### src/rtl/pipe_ctrl_pkg.sv
// pipe_ctrl_pkg: hazard controller state enum, forward-select encodings, register-0 constant and forward-select helper
package pipe_ctrl_pkg;
  typedef enum logic [1:0] {RUN, LONGOP, HALT} state_t;
  localparam logic [1:0] FWD_RF = 2'b00;
  localparam logic [1:0] FWD_EXMEM = 2'b01;
  localparam logic [1:0] FWD_MEMWB = 2'b10;
  localparam logic [4:0] REG_ZERO = 5'd0;
  function automatic logic [1:0] fwd_sel(
    input logic [4:0] src,
    input logic       mem_we,
    input logic [4:0] mem_dest,
    input logic       wb_we,
    input logic [4:0] wb_dest
  );
    return (mem_we && mem_dest != REG_ZERO && mem_dest == src) ? FWD_EXMEM :
           (wb_we && wb_dest != REG_ZERO && wb_dest == src) ? FWD_MEMWB : FWD_RF;
  endfunction
endpackage

### src/rtl/fwd_unit.sv
// fwd_unit: EX operand forwarding selects; in ex_rs/ex_rt and MEM/WB write ports, out fwd_a/fwd_b (00 regfile, 01 EX/MEM, 10 MEM/WB)
module fwd_unit
  import pipe_ctrl_pkg::*;
(
  input  logic [4:0] ex_rs,
  input  logic [4:0] ex_rt,
  input  logic       mem_reg_write,
  input  logic [4:0] mem_dest,
  input  logic       wb_reg_write,
  input  logic [4:0] wb_dest,
  output logic [1:0] fwd_a,
  output logic [1:0] fwd_b
);
  assign fwd_a = fwd_sel(ex_rs, mem_reg_write, mem_dest, wb_reg_write, wb_dest);
  assign fwd_b = fwd_sel(ex_rt, mem_reg_write, mem_dest, wb_reg_write, wb_dest);
endmodule

### src/rtl/pipe_hazard_ctrl.sv
// pipe_hazard_ctrl: 5-stage pipeline sequencer; in ID/EX/MEM/WB qualifiers, alu_done, resume; out PC/stage enables, flush/bubbles, fwd_a/fwd_b, halted, long_op_err, stall_cnt
module pipe_hazard_ctrl
  import pipe_ctrl_pkg::*;
#(
  parameter int LONG_OP_MAX = 32,
  parameter int STALL_CNT_W = 16
) (
  input  logic                   clk,
  input  logic                   rst_n,
  input  logic                   id_valid,
  input  logic                   id_halt,
  input  logic                   id_jump,
  input  logic [4:0]             id_rs,
  input  logic [4:0]             id_rt,
  input  logic                   id_uses_rs,
  input  logic                   id_uses_rt,
  input  logic                   ex_valid,
  input  logic                   ex_mem_read,
  input  logic                   ex_reg_write,
  input  logic                   ex_long_op,
  input  logic [4:0]             ex_rs,
  input  logic [4:0]             ex_rt,
  input  logic [4:0]             ex_dest,
  input  logic                   ex_branch_taken,
  input  logic                   alu_done,
  input  logic                   mem_reg_write,
  input  logic                   wb_reg_write,
  input  logic [4:0]             mem_dest,
  input  logic [4:0]             wb_dest,
  input  logic                   resume,
  output logic                   pc_en,
  output logic                   ifid_en,
  output logic                   idex_en,
  output logic                   ifid_flush,
  output logic                   idex_bubble,
  output logic                   exmem_bubble,
  output logic [1:0]             fwd_a,
  output logic [1:0]             fwd_b,
  output logic                   halted,
  output logic                   long_op_err,
  output logic [STALL_CNT_W-1:0] stall_cnt
);
  localparam int CW = $clog2(LONG_OP_MAX + 1);
  state_t state;
  logic [CW-1:0] lo_cnt;
  logic [1:0] fa, fb;
  logic load_use, unused_ok;
  assign unused_ok = ex_reg_write;
  fwd_unit u_fwd (
    .ex_rs(ex_rs),
    .ex_rt(ex_rt),
    .mem_reg_write(mem_reg_write),
    .mem_dest(mem_dest),
    .wb_reg_write(wb_reg_write),
    .wb_dest(wb_dest),
    .fwd_a(fa),
    .fwd_b(fb)
  );
  assign fwd_a = rst_n ? fa : FWD_RF;
  assign fwd_b = rst_n ? fb : FWD_RF;
  assign halted = state == HALT;
  assign load_use = ex_valid && ex_mem_read && ex_dest != REG_ZERO && id_valid &&
                    ((id_uses_rs && id_rs == ex_dest) || (id_uses_rt && id_rt == ex_dest));
  always_comb begin
    {pc_en, ifid_en, idex_en, ifid_flush, idex_bubble, exmem_bubble} = 6'b111000;
    if (!rst_n)
      {pc_en, ifid_en, idex_en, ifid_flush, idex_bubble, exmem_bubble} = 6'b000111;
    else if (state == HALT)
      {pc_en, ifid_en, ifid_flush, idex_bubble} = {resume, resume, resume, 1'b1};
    else if (state == LONGOP)
      {pc_en, ifid_en, idex_en, exmem_bubble} = alu_done ? 4'b1110 : 4'b0001;
    else if (ex_branch_taken)
      {ifid_flush, idex_bubble} = 2'b11;
    else if (ex_valid && ex_long_op)
      {pc_en, ifid_en, idex_en, exmem_bubble} = 4'b0001;
    else if (load_use || (id_valid && id_halt))
      {pc_en, ifid_en, idex_bubble} = 3'b001;
    else if (id_valid && id_jump)
      ifid_flush = 1'b1;
  end
  always_ff @(posedge clk) begin
    if (!rst_n) begin
      state <= RUN;
      lo_cnt <= '0;
      long_op_err <= 1'b0;
      stall_cnt <= '0;
    end else begin
      if (!pc_en && state != HALT && !(&stall_cnt)) stall_cnt <= stall_cnt + STALL_CNT_W'(1);
      case (state)
        RUN: begin
          if (!ex_branch_taken && ex_valid && ex_long_op) begin
            state <= LONGOP;
            lo_cnt <= '0;
          end else if (!ex_branch_taken && !load_use && id_valid && id_halt) state <= HALT;
        end
        LONGOP: begin
          if (alu_done) state <= RUN;
          else if (lo_cnt == CW'(LONG_OP_MAX - 1)) begin
            state <= HALT;
            long_op_err <= 1'b1;
          end else lo_cnt <= lo_cnt + CW'(1);
        end
        HALT: begin
          if (resume) begin
            state <= RUN;
            long_op_err <= 1'b0;
          end
        end
        default: state <= RUN;
      endcase
    end
  end
endmodule
### config.mk
export PLATFORM = sky130hd
export DESIGN_NAME = pipe_hazard_ctrl
export DESIGN_NICKNAME = d
export VERILOG_FILES = /design/src/rtl/pipe_ctrl_pkg.sv /design/src/rtl/fwd_unit.sv /design/src/rtl/pipe_hazard_ctrl.sv
export SDC_FILE = /design/constraint.sdc
export NUM_CORES = 1
export LEC_CHECK = 0
export ABC_CLOCK_PERIOD_IN_PS = 2700
export CAP_MARGIN = 0
export CORE_UTILIZATION = 45
export DETAILED_ROUTE_END_ITERATION = 16
export PLACE_DENSITY = 0.8
export SYNTH_ARGS = -nofsm -noshare
export SYNTH_HDL_FRONTEND = slang
export SYNTH_HIERARCHICAL = 1
export SYNTH_SLANG_ARGS = --single-unit
### constraint.sdc
create_clock -name clk -period 2.7 [get_ports clk]
set_clock_uncertainty 0.2 [all_clocks]
set_input_delay 0.405 -clock clk [delete_from_list [all_inputs] [get_ports clk]]
set_output_delay 0.405 -clock clk [all_outputs]
set_load 0.005 [all_outputs]
# Yosys cells after proc, flatten, opt, wreduce, memory -nomap -nowiden
# Cells that the tools add are included.
word_totals:
  input_bits: 51
  elab_cells: 114
  out_inout_bits: 28
  register_bits: 25
op_classes:
  reduce_logical: 38
  add_sub_neg: 2
  n_eq_ne: 17
  n_mux: 53
ops:
  columns: ["cell", "count"]
  rows:
  - ["2-to-1 mux 1 bit", 35]
  - ["equality test 5 bit", 6]
  - ["logical AND 1 bit", 22]
  - ["2-to-1 mux 2 bit", 11]
  - ["2-to-1 mux 6 bit", 3]
  - ["adder 16 x 1 -> 16 bit (second input constant)", 1]
  - ["AND reduction 16 bit", 1]
  - ["nonzero test 5 bit", 3]
  - ["one-hot mux 6 bit (2 select lines)", 1]
  - ["!= test 2 bit (second input constant)", 5]
  - ["AND reduction 4 bit", 2]
  - ["adder 6 x 1 -> 6 bit (second input constant)", 1]
  - ["equality test 6 x 5 -> 1 bit (second input constant)", 1]
  - ["one-hot mux 2 bit (3 select lines)", 1]
  - ["logical NOT 1 bit", 4]
  - ["2-to-1 mux 4 bit", 1]
  - ["nonzero test 2 bit", 2]
  - ["!= test 3 x 2 -> 1 bit (second input constant)", 1]
  - ["!= test 3 bit (second input constant)", 1]
  - ["AND reduction 3 bit", 1]
  - ["equality test 2 x 1 -> 1 bit (second input constant)", 1]
  - ["equality test 2 bit (second input constant)", 1]
  - ["logical NOT 2 bit", 1]
  - ["logical OR 1 bit", 2]
  - ["2 further kinds", 2]

# Depth between registers and ports, before layout
# Gate-level depths: netlist of run 1.
logic_depth:
  depth_word: 14
  ltp_mapped: 9
  mapped_depth_nobuf: 7

# Hierarchy
# The synthesis of run 1 kept the hierarchy.
by_module_without_submodules:
  columns: ["mod", "seq_area_each_um2", "area_per_inst_um2", "cells_each", "instances"]
  rows:
  - ["pipe_hazard_ctrl", 500.5, 1800.5, 218, 1]
  - ["fwd_unit", 0.0, 270.3, 34, 1]

# Worst setup path before layout of run 1
# Ideal clock, no wire load.
synth_path:
  kind: "input port to output port"
  startpoint: "input port ex_dest[1]"
  endpoint: "output port pc_en"
  required_time_ns: 2.095
  arrival_ns: 1.895
  stages: 5
  slack_ns: 0.200
  cell_sequence: "or4_4 o2111ai_2 and2b_1 o32ai_1 buf_4"
synth_between:
  elab_chain_len: 11
  elab_cells_between_ends: 16
  cone_classes: "2 x eq/ne; 6 x mux; 8 x reduce/logical"
synth_lines:
  columns: ["element", "line", "source"]
  rows:
  - ["start: declaration", "pipe_hazard_ctrl.sv:23", "input logic [4:0] ex_dest,"]
  - ["equality test 5 bit / nonzero test 5 bit (equally long branches)", "pipe_hazard_ctrl.sv:63, pipe_hazard_ctrl.sv:62", null]
  - ["logical AND 1 bit, on equally long branches", "pipe_hazard_ctrl.sv:63, pipe_hazard_ctrl.sv:62", null]
  - ["logical OR 1 bit / logical AND 1 bit (equally long branches)", "pipe_hazard_ctrl.sv:63, pipe_hazard_ctrl.sv:62", null]
  - ["logical AND 1 bit *", "pipe_hazard_ctrl.sv:62", "assign load_use = ex_valid && ex_mem_read && ex_dest != REG_ZERO && id_valid &&"]
  - ["logical OR 1 bit *", "pipe_hazard_ctrl.sv:76", "else if (load_use || (id_valid && id_halt))"]
  - ["2-to-1 mux 1 bit *", "pipe_hazard_ctrl.sv:76", null]
  - ["2-to-1 mux 1 bit *", "pipe_hazard_ctrl.sv:74", "else if (ex_valid && ex_long_op)"]
  - ["2-to-1 mux 1 bit *", "pipe_hazard_ctrl.sv:72", "else if (ex_branch_taken)"]
  - ["2-to-1 mux 1 bit *", "pipe_hazard_ctrl.sv:70", "else if (state == LONGOP)"]
  - ["2-to-1 mux 1 bit *", "pipe_hazard_ctrl.sv:68", "else if (state == HALT)"]
  - ["2-to-1 mux 1 bit *", "pipe_hazard_ctrl.sv:66", "if (!rst_n)"]
  - ["end: declaration", "pipe_hazard_ctrl.sv:31", "output logic pc_en,"]
# Every way passes the cells marked *; elsewhere a longest branch is shown, timed or not.

# Worst setup path after layout of run 1
layout_path:
  startpoint: "input port ex_dest[4]"
  endpoint: "output port idex_bubble"
layout_between:
  elab_chain_len: 11
  elab_cells_between_ends: 16
  cone_classes: "2 x eq/ne; 6 x mux; 8 x reduce/logical"
layout_lines:
  columns: ["element", "line", "source"]
  rows:
  - ["equality test 5 bit / nonzero test 5 bit (equally long branches)", "pipe_hazard_ctrl.sv:63, pipe_hazard_ctrl.sv:62", null]
  - ["logical AND 1 bit, on equally long branches", "pipe_hazard_ctrl.sv:63, pipe_hazard_ctrl.sv:62", null]
  - ["logical OR 1 bit / logical AND 1 bit (equally long branches)", "pipe_hazard_ctrl.sv:63, pipe_hazard_ctrl.sv:62", null]
  - ["logical AND 1 bit *", "pipe_hazard_ctrl.sv:62", null]
  - ["logical OR 1 bit *", "pipe_hazard_ctrl.sv:76", null]
  - ["2-to-1 mux 1 bit *", "pipe_hazard_ctrl.sv:76", null]
  - ["2-to-1 mux 1 bit *", "pipe_hazard_ctrl.sv:74", null]
  - ["2-to-1 mux 1 bit *", "pipe_hazard_ctrl.sv:72", null]
  - ["2-to-1 mux 1 bit *", "pipe_hazard_ctrl.sv:70", null]
  - ["2-to-1 mux 1 bit *", "pipe_hazard_ctrl.sv:68", null]
  - ["2-to-1 mux 1 bit *", "pipe_hazard_ctrl.sv:66", null]
  - ["end: declaration", "pipe_hazard_ctrl.sv:35", "output logic idex_bubble,"]
# Marked as above.

==> results.py, run 1 <==
metrics = {
    "synth": {
        "yosys_register_bits": 25,
        "synth.most_common_cell": "nand2_1",
        "avgSynthCellArea_um2": 8.22,
        "syn_area_um2": 2070,
        "synth_sequential_area_ratio_pct": 24.2,
        "synth_fp_nets": 305,
        "yosysWarnings": 6,
        "synth_top_area_share_pct": 24.2,
        "syn_inst": 252,
        "ys.flop_type": "dfxtp_1",
        "synth_top_cell_by_area": "dfxtp_1",
        "synthTopCellsByCount": "nand2_1, xnor2_1, dfxtp_1",
        "synth_async_sr_flop_share_pct": 0,
        "ys_types": 52,
        "synth_area_leaders": "dfxtp_1, xnor2_1, nand2_1, o31ai_2, a21oi_2",
        "synth_edf_count": 0,
    },
    "setup_path": {
        "reg2reg_from": "state[1]$_SDFFE_PN0P_",
        "cp-start-kind": "primary input",
        "critPathKind": "primary input to primary output",
        "crit_start": "ex_dest[4]",
        "crit_path_frequent_cell": "buf_2",
        "cp-end-kind": "primary output",
        "arrival_ps": 2060,
        "cpPeakStageDelay_ps": 530,
        "path_max_fanout": 4,
        "crit_family": "simple AND/OR/NAND/NOR gates",
        "path_cells": "buf_2, or4_4, o2111ai_2, and2b_2, o311a_1, a2bb2oi_1, buf_2",
        "r2r_setup_slack_ps": 370,
        "crit_slowest_cell": "or4_4",
        "cp_num_buf_inv": 2,
        "crit_required_ps": 2100,
    },
    "cells_and_area": {
        "final_nets": 429,
        "fin_cells": 427,
        "synthToLayoutAreaGrowth_pct": 61.3,
        "num_antenna_cells": 0,
        "drive_gt1_share_pct": 28.5,
    },
    "detailed_routing": {
        "dr.pass1.iters": 4,
        "antenna_left": 0,
        "num_vias": 2310,
        "routed_wl_um": 6180,
        "wl_per_cell_um": 14.5,
        "avgViaCountPerCell": 5.41,
        "drc_errors": 0,
        "drtIter0Drc": 101,
    },
    "run": {
        "drv_cap": 0,
    },
    "clocking": {
        "clk_path_buf_depth": 2,
        "clockRootBuffer": "clkbuf_8",
        "clock_sinks": 25,
        "numCtsBuffers": 3,
        "cts.reportedPaths.clkPinSlew_ps": 90,
        "insertion_delay_ps": 270,
        "cts_hold_buf": 0,
        "htree_levels": 1,
        "cts_tree": "done",
    },
    "timing": {
        "finalCriticalPeriod_ps": 2660,
        "hold_viol": 0,
        "clock.fmax_mhz": 375,
        "min_period_over_period_pct": 98.7,
        "tightest_slew_ps": 452,
        "fin_hold_ws_ps": 274,
        "finalMaxSlewViolations": 0,
        "finalSetupViolCount": 0,
        "slew_headroom_pct": 69.6,
    },
    "placed_design": {
        "place_inst": 418,
        "dp_hpwl_um": 4590,
        "io_buffers": 77,
        "gp_congestion": 0.852,
    },
    "floorplan": {
        "io_pins": 79,
        "die_area_um2": 4880,
        "die_h_um": 69.8,
        "die_w_um": 69.8,
        "core_um2": 4380,
        "rows": 24,
        "initial_core_util_pct": 47.2,
    },
    "grt": {
        "grt_max_degree": 26,
        "grt_pass1_vias": 2381,
        "grt.total_usage_pct": 25.9,
        "antenna_found_initial": 0,
        "grt.overflow.total": 0,
        "grt_pass1_wl_um": 10400,
    },
    "power_and_ir_drop": {
        "finalPower_uw": 995,
        "power_leakage_uw": 0.00126,
        "p_per_area_nw_per_um2": 298,
        "ir_drop_uv": 293,
    },
    "hold_path": {
        "hold_path.class": "flip-flop to flip-flop",
        "holdCritStartpoint": "long_op_err$_SDFFE_PN0P_",
    },
    "run_status": {
        "status": "finished, final reports clean",
    },
}
[worst paths after layout]
kind / end / depth (start not counted)
worst max-delay path: idex_bubble / 7
worst min-delay path: long_op_err$_SDFFE_PN0P_ / 2
worst max register to register: stall_cnt[13]$_SDFFE_PN0P_ / 8
worst min register to register: long_op_err$_SDFFE_PN0P_ / 2
[per-stage QoR]
stage	util [%]	instance area, µm²	TNS (ps)	worst slack [ps]
after floorplan	-	2070	0	200
after global placement	73.3	3220	-3710	-587
after detailed placement	73.3	3220	-4610	-618
after CTS	75.5	3310	0	1.66
after global routing	76.2	3340	-23.9	-23.9
final	76.2	3340	0	36.1
[cells by family after synthesis]
logic type	synth area share, %
multiplexers	2.90
AND/OR/NAND/NOR	30.5
XOR/XNOR	14.4
flip-flops	24.2
buffers and inverters	5.68
AO/OA/AOI/OAI	21.2
adder cells (fa/ha/maj)	1.21
[power by group]
part	total [µW]	switching (µW)	leakage, µW	internal [µW]
clock network	227	123	0.0000217	105
registers	385	9.80	0.000202	375
logic	383	164	0.00104	219
total	995	297	0.00126	699
[worst min-delay path, delay by kind of cell (launching register included)]
family / cells / cell delay [ps]
AOI/OAI and AO/OA: 1 / 50
DFF: 1 / 330
and+or+nand+nor: 1 / 50
[repair_timing]
item / in CTS / in global routing
endpoints found under the setup margin: 9 / 7
hold endpoints to repair: 0 / 0
setup buffers: 3 / 2
gates resized for setup: 49 / 10
pin swaps: 8 / 10
[flip-flops by register name, summed over array words and instances (netlist names)]
signal and count:
lo_cnt 6, long_op_err 1, stall_cnt 16, state 2
[area by class of cell]
class	instances	area (µm²)
Sequential cell	25	500
Inverter	8	30.0
Fill cell	332	1040
Clock buffer	3	41.3
Multi-Input combinational cell	206	1530
Clock inverter	1	7.51
Tap cell	52	65.1
Timing Repair Buffer	132	1170
[metal layers]
layer	vias to the layer above	GRT usage (%)	routed length, µm
met5	-	0	0
met4	0	5.78	112
met3	13	3.34	183
met2	59	52.1	3430
met1	1079	27.9	2460
li1	1159	-	-
[placed cells by master, fill, tap and decap left out, types with 5 or more instances in the layout]
cell | netlist | final
dlygate4sd2_1 | 0 | 7
nand2_1 | 32 | 32
dfxtp_1 | 25 | 25
mux2i_1 | 6 | 6
a21oi_2 | 9 | 9
buf_4 | 1 | 52
inv_1 | 7 | 7
nand2b_1 | 5 | 5
xnor2_1 | 27 | 27
clkdlybuf4s50_1 | 0 | 56
o31ai_2 | 7 | 7
or3_1 | 5 | 5
a21oi_1 | 8 | 8
xor2_1 | 7 | 7
buf_2 | 3 | 7
and2_1 | 9 | 8
nand3_1 | 8 | 8
nand4_1 | 9 | 9
or4_1 | 10 | 9
nor2_1 | 11 | 11
Power figures use the tool's default switching activity.
==> run 2: changes to the inputs <==
--- a/config.mk
+++ b/config.mk
@@ -5,7 +5,6 @@
 export SDC_FILE = /design/constraint.sdc
 export NUM_CORES = 1
 export LEC_CHECK = 0
-export ABC_CLOCK_PERIOD_IN_PS = 2700
 export CAP_MARGIN = 0
 export CORE_UTILIZATION = 45
 export DETAILED_ROUTE_END_ITERATION = 16
==> results of run 2 <==
Final layout, timing and power as in run 1 (identical DEF).
==> run 3: changes to the inputs <==
--- a/config.mk
+++ b/config.mk
@@ -6,7 +6,10 @@
 export NUM_CORES = 1
 export LEC_CHECK = 0
 export CAP_MARGIN = 0
-export CORE_UTILIZATION = 45
+export CELL_PAD_IN_SITES_DETAIL_PLACEMENT = 1
+export CELL_PAD_IN_SITES_GLOBAL_PLACEMENT = 2
+export CORE_UTILIZATION = 25
+export CTS_CLUSTER_SIZE = 30
 export DETAILED_ROUTE_END_ITERATION = 16
 export PLACE_DENSITY = 0.8
 export SYNTH_ARGS = -nofsm -noshare
==> results.py, run 3 (same netlist as run 1, synthesis figures left out) <==
metrics = {
    "run_status": {
        "status": "finished, violations left",
        "violations": "negative setup slack",
    },
    "setup_path": {
        "timing.rr.end": "stall_cnt[11]$_SDFFE_PN0P_",
        "critPathKind": "primary input to primary output",
        "reg2reg_from": "state[1]$_SDFFE_PN0P_",
        "arrival_ps": 2100,
        "crit_required_ps": 2100,
        "cp-start-kind": "primary input",
        "cp-end-kind": "primary output",
        "path_max_fanout": 4,
        "reg2reg_depth": 9,
        "r2r_setup_slack_ps": 410,
    },
    "timing": {
        "finalMaxSlewViolations": 0,
        "tightest_slew_ps": 471,
        "min_period_over_period_pct": 100,
        "timing.final.ws_setup_ps": -3.73,
        "clock.fmax_mhz": 370,
        "hold_viol": 0,
        "slew_headroom_pct": 68.3,
        "rsz0062_at_grt": "yes",
        "finalSetupViolCount": 1,
        "finalCriticalPeriod_ps": 2700,
    },
    "detailed_routing": {
        "drc_errors": 0,
        "num_vias": 2327,
        "drtIter0Drc": 60,
        "dr.pass1.iters": 4,
        "routed_wl_um": 6930,
        "avgViaCountPerCell": 4.85,
        "wl_per_cell_um": 14.4,
        "antenna_left": 0,
    },
    "power_and_ir_drop": {
        "pwr-share-comb_pct": 38.8,
        "seqPwrFrac_pct": 38.1,
        "p_per_area_nw_per_um2": 293,
        "power_leakage_uw": 0.00130,
        "p_int_uw": 708,
        "ir_drop_uv": 139,
        "netSwitchingPower_uw": 307,
        "swShare_pct": 30.3,
        "power.share.clock_pct": 23.1,
    },
    "clocking": {
        "cts_hold_buf": 0,
        "insertion_delay_ps": 280,
        "cts.reportedPaths.clkPinSlew_ps": 90,
        "numCtsBuffers": 3,
        "htree_levels": 1,
        "clock_sinks": 25,
        "clk_path_buf_depth": 2,
        "cts_tree": "done",
        "clockRootBuffer": "clkbuf_8",
    },
    "placed_design": {
        "gp_congestion": 0.845,
        "io_buffers": 77,
        "placed_cell_area_um2": 3310,
        "place_inst": 471,
        "dp_hpwl_um": 5480,
    },
    "grt": {
        "use_met2_pct": 28.9,
        "grt_max_degree": 23,
        "met3_usage_pct": 1.95,
        "grt.total_usage_pct": 16.1,
        "grt_pass1_vias": 2395,
        "grt.overflow.total": 0,
        "grt_pass1_wl_um": 11300,
        "antenna_found_initial": 0,
        "top_usage_layer": "met2",
        "met1_usage_pct": 20.7,
    },
    "floorplan": {
        "die_h_um": 93.0,
        "initial_core_util_pct": 26.3,
        "core_um2": 7890,
        "die_area_um2": 8650,
        "die_w_um": 93.0,
        "rows": 32,
        "io_pins": 79,
    },
    "cells_and_area": {
        "largest_reg_flops": 16,
        "final_nets": 432,
        "final_common_cell": "buf_4",
        "num_antenna_cells": 0,
        "fin_cells": 480,
        "top_regs": "stall_cnt: 16 flops, lo_cnt: 6 flops, state: 2 flops",
        "fin_area_um2": 3470,
        "synthToLayoutAreaGrowth_pct": 67.4,
        "top_register": "stall_cnt",
        "drive_gt1_share_pct": 30.2,
        "final_cell_mix": "buf_4, clkdlybuf4s50_1, nand2_1",
    },
    "hold_path": {
        "hold_end": "long_op_err$_SDFFE_PN0P_",
        "hold_path.class": "flip-flop to flip-flop",
        "whs_path_depth": 2,
        "holdCritStartpoint": "long_op_err$_SDFFE_PN0P_",
    },
    "run": {
        "drv_cap": 0,
    },
}
## run 3: cell types whose count changed in the layout (fill, tap and decap cells not counted), sizes merged
cell,previous run,this run
buf,62,65
clkdlybuf4s15,2,1
dlymetal6s2s,4,6
clkdlybuf4s50,56,55
## run 3: power groups by stage
stage | Combinational (µW) | Clock (µW) | Sequential [µW]
after detailed placement | 383 | 0 | 396
after global routing | 428 | 262 | 389
final | 394 | 235 | 387
after global placement | 373 | 0 | 395
after floorplan | 167 | 0 | 390
after CTS | 390 | 244 | 387
## run 3: worst max-delay path, stage by stage
cell       delay [ps]
buf_6              90
or4_4             540
o2111ai_4         200
and2b_2           280
o311a_1           320
a2bb2oi_2         140
buf_2             130
## run 3: worst max path at each step
| stage | start | to | slack (ps) | depth (start not counted) |
|---|---|---|---|---|
| 6_report | ex_dest[4] | idex_bubble | -4 | 7 |
| 3_5_place_dp | ex_dest[2] | idex_bubble | -770 | 7 |
| 5_1_grt | ex_dest[4] | idex_bubble | -60 | 7 |
| 2_1_floorplan | ex_dest[1] | pc_en | 200 | 5 |
| 3_3_place_gp | ex_dest[2] | pc_en | -650 | 6 |
| 4_1_cts | ex_dest[4] | idex_bubble | -30 | 7 |
## run 3: per-layer routing
metal | share of wire, % | up-vias | wire length [µm]
met5 | 0 | - | 0
met3 | 4.9 | 2 | 338
met2 | 48 | 68 | 3350
li1 | - | 1163 | -
met4 | 0.55 | 0 | 38
met1 | 46 | 1094 | 3200
## run 3: per-stage QoR
step / TNS [ps] / util, % / worst slack, ps / hold WS (ps) / power [µW]
CTS: -28.8 / 43.2 / -28.8 / 285 / 1020
finish: -3.73 / 43.9 / -3.73 / 278 / 1020
detailed placement: -5710 / 42.0 / -766 / 268 / 779
global placement: -4110 / 42.0 / -654 / 259 / 769
global route: -94.2 / 43.9 / -60.9 / 325 / 1080
floorplan: 0 / - / 200 / 259 / 558
## run 3: timing repair
item | CTS | global route
cloned | 0 | 0
endpoints found under the hold margin | 0 | 0
resized for setup | 51 | 14
endpoints found under the setup margin | 9 | 7
pin swaps | 9 | 8
buffers inserted | 3 | 2
## run 3: layout make-up
| class | instances | area, µm² |
|---|---|---|
| flip-flops and latches | 25 | 500 |
| multi-input cells | 206 | 1550 |
| inverters | 8 | 30.0 |
| well taps | 102 | 128 |
| clock inverters | 1 | 7.51 |
| fillers | 953 | 4420 |
| clock buffers | 3 | 41.3 |
| repair buffers | 135 | 1210 |
